==> src/rtl/fp_multiplier_seq.sv <==
// rtl/fp_multiplier_seq.sv - sequential shift-add IEEE-754 single-precision multiplier
// One product bit per enabled clock; stall holds the core until the packed result sits in z.
module fp_multiplier_seq (
    input  logic        clk,
    input  logic        rst,
    input  logic        ce,
    input  logic        run,
    input  logic [31:0] x,
    input  logic [31:0] y,
    output logic        stall,
    output logic [31:0] z
);

    localparam logic [4:0] S_CAPTURE = 5'd24;
    localparam logic [4:0] S_DONE    = 5'd25;

    logic [4:0]  r_s;
    logic [47:0] r_p;
    logic [31:0] r_z;

    logic [4:0]  w_s_next;
    logic [47:0] w_step_in;
    logic [24:0] w_sum;
    logic [47:0] w_step;
    logic        w_sign;
    logic [9:0]  w_e1;
    logic [22:0] w_frac;
    logic [31:0] w_pack;

    // State register: counter, product and result all freeze when ce=0.
    always_ff @(posedge clk or posedge rst) begin
        if (rst) begin
            r_s <= 5'd0;
            r_p <= 48'd0;
            r_z <= 32'd0;
        end else if (ce) begin
            r_s <= w_s_next;
            if (run && (r_s < S_CAPTURE))
                r_p <= w_step;
            if (run && (r_s == S_CAPTURE))
                r_z <= w_pack;
        end
    end

    always_comb begin
        w_s_next = r_s;
        if (!run)
            w_s_next = 5'd0;
        else if (r_s != S_DONE)
            w_s_next = r_s + 5'd1;
    end

    // The first step seeds the low half with y's mantissa so its bits are consumed from the LSB.
    always_comb begin
        w_step_in = (r_s == 5'd0) ? {24'd0, 1'b1, y[22:0]} : r_p;
        w_sum     = {1'b0, w_step_in[47:24]} + (w_step_in[0] ? {2'b01, x[22:0]} : 25'd0);
        w_step    = {w_sum, w_step_in[23:1]};
    end

    always_comb begin
        w_sign = x[31] ^ y[31];
        w_e1   = {2'b00, x[30:23]} + {2'b00, y[30:23]} - 10'd127 + {9'd0, r_p[47]};
        w_frac = r_p[47] ? r_p[46:24] : r_p[45:23];
        if ((x[30:23] == 8'd0) || (y[30:23] == 8'd0))
            w_pack = 32'h0;
        else if ($signed(w_e1) >= 10'sd255)
            w_pack = {w_sign, 8'hFF, 23'd0};
        else if ($signed(w_e1) <= 10'sd0)
            w_pack = 32'h0;
        else
            w_pack = {w_sign, w_e1[7:0], w_frac};
    end

    always_comb begin
        stall = run & (r_s != S_DONE);
        z     = r_z;
    end

endmodule

==> config.mk <==
export PLATFORM = sky130hd
export DESIGN_NAME = fp_multiplier_seq
export DESIGN_NICKNAME = d
export VERILOG_FILES = /design/src/rtl/fp_multiplier_seq.sv
export SDC_FILE = /design/constraint.sdc
export NUM_CORES = 1
export LEC_CHECK = 0
export BUFFER_PORTS_ARGS = -buffer_cell sky130_fd_sc_hd__buf_2
export CAP_MARGIN = 30
export CORE_ASPECT_RATIO = 1.2
export CORE_UTILIZATION = 35
export CTS_CLUSTER_DIAMETER = 120
export DETAILED_ROUTE_END_ITERATION = 7
export PLACE_DENSITY = 0.59
export SETUP_SLACK_MARGIN = 0.5
export SYNTH_ARGS = -nofsm -noshare
export SYNTH_HDL_FRONTEND = slang
export SYNTH_SLANG_ARGS = --single-unit
==> constraint.sdc <==
create_clock -name clk -period 6.2 [get_ports clk]
set_input_delay 1.86 -clock clk [delete_from_list [all_inputs] [get_ports clk]]
set_output_delay 1.86 -clock clk [all_outputs]
set_load 0.005 [all_outputs]
======== Word level (Yosys, flattened, before mapping) ========
Index checks and enable logic that the tools add are counted.
word-level totals
  register bits ........................... 85
  bits of input ports ..................... 68
  output and inout bits ................... 33
  logic and storage cells ................. 33
cells by class
  add/sub/neg operators ................... 5
  magnitude comparators ................... 3
  eq/ne operators ......................... 3
  muxes and demuxes ....................... 8
  bitwise gates (word level) .............. 2
  reductions and logical operators ........ 9
operators with widths
  operator                number
  $mux W32                3
  $mux W48                1
  $add A24 B24 Y25        1
  $mux W24                1
  $mux W23                1
  $logic_not A8 Y1        2
  $add A10 B1 Y10         1
  $ge A10 B9 Y1 const B   1
  $le A10 B1 Y1 const B   1
  $mux W5                 2
  $sub A9 B7 Y10 const B  1
  $add A8 B8 Y9           1
  $reduce_and A2 Y1       3
  $add A5 B1 Y5 const B   1
  $eq A5 B5 Y1 const B    1
  $logic_not A5 Y1        1
  $lt A5 B5 Y1 const B    1
  $ne A5 B5 Y1 const B    1
  $logic_and A1 B1 Y1     2
  $ne A2 B1 Y1 const B    1
  $and A1 B1 Y1           1
  $logic_or A1 B1 Y1      1
  $xor A1 B1 Y1           1

======== Longest topological paths before layout ========
Gate-level depths: netlist of run 1.
  depth after elaboration ................. 7
  mapped depth ............................ 15
  gate-level depth less buffers ........... 14

======== Least setup slack after synthesis of run 1 ========
No wires, ideal clock.
  path type ............................... in2reg
  start point ............................. input port y[0]
  end point ............................... register r_p[41]
  setup time .............................. 0.126 ns
  arrival time ............................ 4.466 ns
  required time ........................... 6.074 ns
  setup slack ............................. 1.608 ns
  stages on the path ...................... 12
  buffers on the path ..................... 2
  path through ............................ mux2i_1 clkbuf_1 nor2b_1 ha_1 buf_2 a2111o_1 a31oi_1 nor4_1 o211ai_1 nand2_1 a31o_2 a221o_1
on the way
  cells in the longest elaborated chain, start to end .. 3
ends and longest elaborated chain
  item                    RTL line  source
  start: declaration      9         input logic [31:0] y,
  $mux W48                55        w_step_in = (r_s == 5'd0) ? {24'd0, 1'b1, y[22:0]} : r_p;
  $mux W24                56        w_sum = {1'b0, w_step_in[47:24]} + (w_step_in[0] ? {2'b01, x[22:0]} : 25'd0);
  $add A24 B24 Y25        56
  end signal: assignment  39        r_p <= w_step;
  end: declaration        18        logic [47:0] r_p;
No other way between the ends.
A chain may end at the register's enable or synchronous reset.

======== Worst setup path in the final report of run 1 ========
Ends and elaborated chain as after synthesis.

==> results of run 1 <==
## stage by stage
| stage | instance area, um2 | util |
|---|---|---|
| after global routing | 6783 | 0.4201 |
| after CTS | 6783 | 0.4201 |
| after floorplan | 5759 | - |
| after global placement | 6470 | 0.4008 |
| final | 6783 | 0.4201 |
| after detailed placement | 6470 | 0.4008 |
## cell type report
cell class                      count  area (um2)  area share
Clock inverter                      3       42.54    0.006272
Sequential cell                    85        2127      0.3136
Clock buffer                       13       270.3     0.03984
Tap cell                          212       265.3     0.03911
Multi-Input combinational cell    507        3456      0.5095
Inverter                           18       68.82     0.01015
Timing Repair Buffer              107       553.0     0.08153
## synth_stat cells (all sizes together), types with 3 or more instances
cell type  instances
a2111oi            3
a21boi             3
a21o              16
a21oi             30
a31o               3
and3               6
buf                5
clkbuf            23
dfrtp             85
ha                43
inv               18
mux2i             47
nand2            109
nand3             10
nand4              4
nor2              23
nor2b             48
nor3               3
nor4               3
o2111ai            3
o211ai             5
o21a               4
o21ai             89
o311ai             3
or4                3
xnor2             12
xor2              10
## worst paths after layout
kind                        start       to  slack [ps]
max in group asynchronous     rst  r_p[39]        3540
min in group asynchronous     rst   r_p[3]        1660
hold reg to reg              z[1]     z[1]         470
setup / recovery             y[0]  r_p[41]        1460
setup reg to reg           r_s[1]  r_p[41]        1930
hold / removal               z[1]     z[1]         470
## cells by family after synthesis
kind of cell / synth area share
muxes: 0.08364
AOI/OAI and AO/OA: 0.2020
and+or+nand+nor: 0.1779
DFF: 0.3693
buffers and inverters: 0.03324
xor gates and xnor gates: 0.03346
adders and majority gates: 0.1004
## state kept, by name, summed over array words and instances (netlist names)
signal and count:
r_s 5, z 32, r_p 48
## layer usage
metal / share of wire / global-route usage / vias to the layer above / wire length, um
li1: - / - / 2446 / -
met1: 0.45 / 0.2102 / 2271 / 6213
met2: 0.50 / 0.3008 / 94 / 6837
met3: 0.031 / 0.01803 / 17 / 427
met4: 0.020 / 0.07861 / 0 / 280
met5: 0 / 0 / - / 0
## worst reg2reg max path, cell delays in order, from the launching register on
cell,delay [ps]
dfrtp_1,410
inv_1,90
ha_1,170
nor4b_2,350
mux2i_2,700
nor2b_1,110
ha_1,240
fa_1,410
a21o_1,210
a31oi_1,270
nor4_1,150
o211ai_1,310
nand2_1,170
a31o_2,280
a221o_1,280
## where the power goes
part | total (uW) | switching (uW) | internal, uW
Sequential | 792 | 108 | 683
Clock | 569 | 224 | 345
Combinational | 864 | 490 | 374
==> flow_summary.yaml, run 1 <==
die:
  die_h_um: 142.5
  row_count: 51
  coreArea_um2: 16140
  initial_core_util: 0.3567
  die_w_um: 119.1
  num_io_pins: 101
  dieArea_um2: 16970
critical_path:
  crit_arrival_ps: 4970
  crit_buf_inv: 1
  worst-path-stages: 12
  worstPathMaxFanout: 13
  worstRegToRegCells: 14
  start_kind: "input port"
  critPathMaxStageDelay_ps: 580
  worstSetupPathType: "in2reg"
  cp_cell_sequence: "buf_2 > mux2i_2 > nor2b_1 > ha_1 > fa_1 > a21o_1 > a31oi_1 > nor4_1 > o211ai_1 > nand2_1 > a31o_2 > a221o_1"
  cp-end-kind: "flip-flop"
  required_ps: 6430
  critPathSlowestCell: "mux2i_2"
  cp_top_family: "compound AO/OA/AOI/OAI gates"
global_routing:
  grt_util_all_layers: 0.1712
  gr-total-overflow: 0
  grt_pass1_wl_mm: 23.18
  grt_pass1_vias: 4890
  grt_max_degree: 52
  antenna_found_initial: 0
detailed_routing:
  wire_per_inst_um: 14.56
  via_count: 4828
  viasPerCell: 5.109
  ant_nets: 0
  drc_errors: 0
  wirelength_mm: 13.76
  drtPass1Iterations: 4
  drt_iter0_drc: 202
worst_hold_path:
  hold_path_class: "reg2reg"
  holdPathStages: 2
pwr:
  power_density_nw_per_um2: 328.0
  peakVddDrop_mv: 0.1247
  leakagePower_uw: 0.003386
  fin_total_pwr_uw: 2224
clock_tree:
  clk_latency_ps: 350
  tritoncts: "yes"
  htree_levels: 3
  cts_buffer_depth: 2
  cts_buffers: 9
  cts_sinks: 85
  cts_setup_buffers: 0
  hold_buffers: 0
  path_clk_slew_ps: 60
  cts_root_buf: "clkbuf_16"
  post_cts_resized: 0
final_layout:
  diodes: 0
  final_common_cell: "nand2_1"
  n_fill_cell: 1596
  drive_above_1_share: 0.2101
  area_growth_pct: 17.77
  layout_common_cells: "nand2_1, buf_2, dfrtp_1, o21ai_0, nor2b_1"
  finalNetCount: 841
  layoutNonFillerInstCount: 945
synthesis:
  yosys_register_bits: 85
  ys_async_sr_fraction: 1.000
  syn-instance-count: 638
  synth_nets: 751
  synth_area_um2: 5759
  yosysTopAreaCell: "dfrtp_1"
  synth_top_area_frac: 0.3693
  synth_warnings: 0
  ys_seq_area_frac: 0.3693
  ys_dominant_reg_cell: "dfrtp_1"
  yosys.cell_types.count: 52
  avgSynthCellArea_um2: 9.027
  synth_edf_count: 0
  synthTopCellsByArea: "dfrtp_1, ha_1, mux2i_1"
timing:
  fin_crit_sh: 0.7644
  hold_viol: 0
  finalSetupViolCount: 0
  rsz0062_at_grt: "false"
  tns_ps: 0
  tightest_slew_ps: 886.1
  fin_ws_ps: 1461
  timing.final.crit_period_ps: 4739
  max_clock_freq_ghz: 0.2110
  fin_hold_ws_ps: 470.9
  relSlewSlack: 0.4086
  skew_ps: 6.097
  maxSlewViolCount: 0
placed_design:
  io_buffer_count: 100
  pre_cts_ws_ps: 1092
  dpl.hpwl_mm: 10.42
  gp_congestion: 0.9348
  dp_cells: 929
flow_run:
  drv_cap: 0
outcome:
  status: "complete, no violations"
Note: power is estimated with default switching activity, not from simulation.
==> run 2, diff against run 1 <==
ABC_AREA = 1   (was unset)
clock period = 4.79 ns   (was 6.2 ns; I/O delays follow)
==> run 2 against run 1 <==
- sequential share of layout area down 2.7 points
- clock skew up 0.53 ps
- combinational power up 22%
- flip-flop and latch count unchanged
- sequential power up 18%
- global-route usage up 2.2 points
- die area up 11%
- non-clock buffer count up 3
- largest cell class unchanged
- core utilization down 0.19 points
- register-to-register slack worse by 810 ps
- hold slack better by 7.3 ps
- highest routed layer unchanged
==> flow_summary.yaml, run 2 <==
final_layout:
  area_growth_pct: 15.63
  final_common_cell: "nand2_1"
  largest_register: "r_p"
  layout_common_cells: "nand2_1, nor2_1, inv_1, buf_2, dfrtp_1"
  finalNetCount: 1147
  n_fill_cell: 1938
  diodes: 0
  drive_above_1_share: 0.1521
  largest_register_ffs: 48
synthesis:
  yosysTopAreaCell: "dfrtp_1"
  post-synth-top-count-cell: "nand2_1"
  synth_nets: 1063
  ys_top_cells_by_count: "nand2_1, nor2_1, inv_1"
  ys_dominant_reg_cell: "dfrtp_1"
  avgSynthCellArea_um2: 6.767
  yosys_register_bits: 85
  syn-instance-count: 950
  synth_area_um2: 6429
  synthTopCellsByArea: "dfrtp_1, nand2_1, nor2_1"
  yosys.cell_types.count: 41
  synth_warnings: 0
  ys_seq_area_frac: 0.3309
  synth_edf_count: 0
  synth_top_area_frac: 0.3309
  ys_async_sr_fraction: 1.000
critical_path:
  worstSetupEndpoint: "r_p[35]"
  critPathMaxStageDelay_ps: 430
  start_kind: "flip-flop"
  cp_cell_sequence: "inv_1 > ha_1 > inv_1 > nor4_2 > inv_1 > nand2_1 > o21ai_2 > inv_1 > buf_4 > nor2_1 > ha_1 > fa_1 > nand2_1 > o21ai_1 > a21oi_1 > o21ai_0 > or2_2 > nand3_1 > o21ai_0"
  worstReg2RegEnd: "r_p[35]"
  crit_start: "r_s[0]"
  r2r_slack_ps: 1120
  worstSetupPathType: "reg2reg"
  worstRegToRegCells: 19
  r2r-start: "r_s[0]"
  worstPathMaxFanout: 23
  cp-end-kind: "flip-flop"
  required_ps: 4980
  crit_arrival_ps: 3860
  critPathSlowestCell: "dfrtp_1"
  crit_top_cell: "inv_1"
pwr:
  internal-power_uw: 1640
  netSwitchingFraction: 0.3963
  fin_total_pwr_uw: 2716
  power_frac_comb: 0.387
  seqPwrFrac: 0.345
  power_density_nw_per_um2: 365.4
  leakagePower_uw: 0.004022
  clkPwrFrac: 0.267
  peakVddDrop_mv: 0.1504
  p_switching_uw: 1076
detailed_routing:
  drtPass1Iterations: 5
  via_count: 6219
  wire_per_inst_um: 13.86
  wirelength_mm: 17.45
  drc_errors: 0
  viasPerCell: 4.940
  drt_iter0_drc: 426
  ant_nets: 0
flow_run:
  drv_cap: 0
worst_hold_path:
  holdPathStages: 2
  hold_path_class: "reg2reg"
die:
  die_w_um: 125.7
  die_h_um: 150.5
  num_io_pins: 101
  row_count: 53
  coreArea_um2: 17770
  dieArea_um2: 18920
  initial_core_util: 0.3617
clock_tree:
  path_clk_slew_ps: 70
  clk_latency_ps: 340
  tritoncts: "yes"
  hold_buffers: 0
  cts_setup_buffers: 0
  cts_buffers: 9
  cts_sinks: 85
  cts_buffer_depth: 2
  cts_root_buf: "clkbuf_16"
  post_cts_resized: 0
  htree_levels: 3
global_routing:
  grt_pass1_vias: 5906
  grt_max_degree: 59
  antenna_found_initial: 0
  grt_util_all_layers: 0.1929
  grt_pass1_wl_mm: 29.28
  gr-total-overflow: 0
timing:
  maxSlewViolCount: 0
  finalSetupViolCount: 0
  tightest_slew_ps: 722.2
  fin_crit_sh: 0.7654
  rsz0062_at_grt: "false"
  tns_ps: 0
  timing.final.crit_period_ps: 3666
  skew_ps: 6.629
  relSlewSlack: 0.5180
  hold_viol: 0
  max_clock_freq_ghz: 0.2727
placed_design:
  io_buffer_count: 100
  gp_congestion: 0.8926
  dpl.hpwl_mm: 13.28
outcome:
  status: "complete, no violations"
==> run 2: changes by cell type after synthesis, sizes merged, moves of 15 or more <==
cell   delta
nor2    +134
nand2   +107
inv     +105
nand3    +49
nor2b    -48
mux2i    -47
nand4    +34
a21oi    +29
a21o     -15
==> run 2: worst min path at each step <==
stage	startpoint	to	slack [ps]
after floorplan	r_p[10]	r_p[10]	450
after global placement	z[30]	z[30]	460
after detailed placement	z[3]	z[3]	460
after CTS	z[30]	z[30]	480
after global routing	z[30]	z[30]	490
final	z[17]	z[17]	480
==> run 2: layout make-up <==
| type | count | area, um2 | share of cell area |
|---|---|---|---|
| timing repair buffer | 110 | 595.6 | 0.08012 |
| clock inverter | 6 | 70.07 | 0.009426 |
| inverter | 123 | 462.9 | 0.06228 |
| sequential | 85 | 2127 | 0.2861 |
| tap | 220 | 275.3 | 0.03703 |
| clock buffer | 10 | 239.0 | 0.03215 |
| multi-input combinational | 705 | 3664 | 0.4928 |
==> run 2: kinds of logic (layout without fill, tap and decap cells) <==
group           Yosys count  after routing  share of synthesized area
simple gates            495            495                     0.3396
buf+inv                 160            249                     0.1014
compound gates          157            157                     0.1273
flops                    85             85                     0.3309
fa+ha+maj                45             45                    0.08992
xor+xnor                  8              8                    0.01090
==> run 2: power groups by stage <==
stage	clock, uW	sequential (uW)	combinational (uW)
after floorplan	0	926	794
after detailed placement	0	948	1040
final	726	938	1050
after global routing	767	956	1210
after global placement	0	945	1040
after CTS	742	936	1050
==> run 2: per-stage QoR <==
step | util | hold WS [ps] | instance area [um2] | setup WS [ps] | instances
after floorplan | - | 447.9 | 6429 | 1160 | 950
after global placement | 0.3993 | 457.3 | 7097 | 935.0 | 1242
after detailed placement | 0.4009 | 464.7 | 7124 | 881.8 | 1243
final | 0.4183 | 478.2 | 7433 | 1124 | 1259
after global routing | 0.4183 | 491.9 | 7433 | 744.6 | 1259
after CTS | 0.4183 | 484.3 | 7433 | 1124 | 1259
==> run 2: critical path: cells and delay by family, from the launching register on <==
| family | cells | cell delay, ps |
|---|---|---|
| and+or+nand+nor | 6 | 930 |
| adders and majority gates | 3 | 790 |
| AOI/OAI and AO/OA | 5 | 710 |
| buffers and inverters | 5 | 650 |
| DFF | 1 | 430 |
==> run 2: metal layers <==
layer	global-route usage	share of wire
met4	0.05305	0.015
met5	0	0
met1	0.2615	0.48
met3	0.02026	0.028
met2	0.3261	0.47
==> run 3, diff against run 2 <==
PLACE_DENSITY = 0.61   (was 0.59)
clock period = 3 ns   (was 4.79 ns; I/O delays follow)
==> run 3 against run 2 <==
- sequential share of layout area fell by 6.1 points
- wire length rose by 14%
- first-iteration DRC count rose by 4.0%
- final cell count rose by 8.3%
- via count rose by 9.5%
==> flow_summary.yaml, run 3 (same netlist as run 2, synthesis figures left out) <==
critical_path:
  required_ps: 3260
  cp_cell_sequence: "inv_2 > ha_4 > inv_2 > nor4_4 > inv_2 > o21ai_4 > buf_12 > inv_12 > buf_8 > nor2_4 > ha_4 > a21oi_2 > inv_1 > nor2_2 > buf_4 > nand2_1 > nand2_1 > nand3_1 > nand2_1 > nand3_2 > o21ai_1"
  worstSetupPathType: "reg2reg"
  start_kind: "flip-flop"
  critPathMaxStageDelay_ps: 390
  crit_arrival_ps: 3190
  cp-end-kind: "flip-flop"
  critPathSlowestCell: "dfrtp_1"
  worstPathMaxFanout: 5
timing:
  fin_crit_sh: 0.9795
  rsz0062_at_grt: "true"
  finalSetupViolCount: 0
  skew_ps: 10.82
  hold_viol: 0
  maxSlewViolCount: 0
  timing.final.crit_period_ps: 2939
  fin_hold_ws_ps: 465.5
  relSlewSlack: 0.6014
  tightest_slew_ps: 597.9
  max_clock_freq_ghz: 0.3403
die:
  dieArea_um2: 18920
  initial_core_util: 0.3617
  num_io_pins: 101
  die_h_um: 150.5
  coreArea_um2: 17770
  row_count: 53
  die_w_um: 125.7
global_routing:
  grt_pass1_vias: 6556
  antenna_found_initial: 0
  grt_pass1_wl_mm: 32.17
  gr-total-overflow: 0
  grt_util_all_layers: 0.2133
  grt_max_degree: 59
detailed_routing:
  drtPass1Iterations: 5
  via_count: 6809
  met1_length_mm: 8.868
  wire_per_inst_um: 14.62
  dr_wl_met2_mm: 10.13
  viasPerCell: 4.996
  dr_wl_met3_um: 588
  drt_iter0_drc: 443
  ant_nets: 0
  wirelength_mm: 19.93
  highest_layer: "met4"
  drc_errors: 0
final_layout:
  finalNetCount: 1251
  n_fill_cell: 1665
  multi_input_comb_area_um2: 4651
  largest_register: "r_p"
  final_util: 0.5306
  largest_register_ffs: 48
  area_growth_pct: 46.67
  seqCellArea_um2: 2127
  final_common_cell: "nand2_1"
  drive_above_1_share: 0.3788
  layout_common_cells: "nand2_1, nor2_1, inv_1, buf_2, buf_4"
  diodes: 0
pwr:
  leakagePower_uw: 0.004778
  power_density_nw_per_um2: 571.4
  peakVddDrop_mv: 0.2718
clock_tree:
  clk_latency_ps: 340
  hold_buffers: 0
  htree_levels: 3
  cts_buffers: 9
  cts_root_buf: "clkbuf_16"
  path_clk_slew_ps: 70
  tritoncts: "yes"
  cts_buffer_depth: 2
  cts_sinks: 85
placed_design:
  io_buffer_count: 100
  dpl.hpwl_mm: 14.03
  gp_congestion: 0.8912
worst_hold_path:
  hold_path_class: "reg2reg"
flow_run:
  drv_cap: 0
outcome:
  status: "complete, no violations"
[run 3: final cells by class]
class | count | share of cell area
clock buffers | 9 | 0.02389
clock inverters | 7 | 0.008360
inverters | 123 | 0.05255
multi-input cells | 706 | 0.4932
flip-flops and latches | 85 | 0.2256
well taps | 220 | 0.02919
repair buffers | 211 | 0.1645
repair inverters | 2 | 0.002654
[run 3: what timing repair did]
action | in CTS | in global routing
gates cloned | 6 | 1
pin swaps | 54 | 41
endpoints found under the setup margin | 55 | 56
setup buffers | 18 | 5
resized for setup | 82 | 84
[run 3: per-stage QoR]
stage | setup slack (ps) | setup TNS, ps | instances | area [um2] | total power, uW
after detailed placement | -197.0 | -6177 | 1317 | 8082 | 3679
after global routing | -116.5 | -416.4 | 1363 | 9429 | 5760
after global placement | -190.1 | -6347 | 1316 | 8054 | 3653
after floorplan | 187.6 | 0 | 950 | 6815 | 2970
after CTS | 22.98 | 0 | 1357 | 9002 | 5139
final | 61.47 | 0 | 1363 | 9429 | 5388
[run 3: critical path: cells and delay by family, from the launching register on]
family          cells  cell delay (ps)
compound gates      3              450
flops               1              390
fa+ha+maj           2              360
buf+inv             8              780
simple gates        8              870
[run 3: path summary, 6_finish.rpt]
| path | start | end | slack (ps) | depth (start not counted) |
|---|---|---|---|---|
| max | r_s[0] | r_p[41] | 60 | 21 |
| min | z[31] | z[31] | 470 | 2 |
| max reg2reg | r_s[0] | r_p[41] | 60 | 21 |
| min reg2reg | z[31] | z[31] | 470 | 2 |
| max in group asynchronous | rst | r_p[16] | 2050 | 3 |
| min in group asynchronous | rst | r_s[0] | 630 | 3 |
[run 3: power breakdown]
part | leakage, uW | internal [uW] | switching, uW
registers | 0.00111 | 1360 | 135
logic | 0.00351 | 1200 | 1540
clock network | 0.000151 | 658 | 491
total | 0.00478 | 3220 | 2170
[run 3: layer usage]
| metal | vias up | GRT usage |
|---|---|---|
| met3 | 28 | 0.01741 |
| met1 | 3152 | 0.2733 |
| met5 | - | 0 |
| met2 | 151 | 0.3803 |
| met4 | 0 | 0.06768 |
| li1 | 3478 | - |
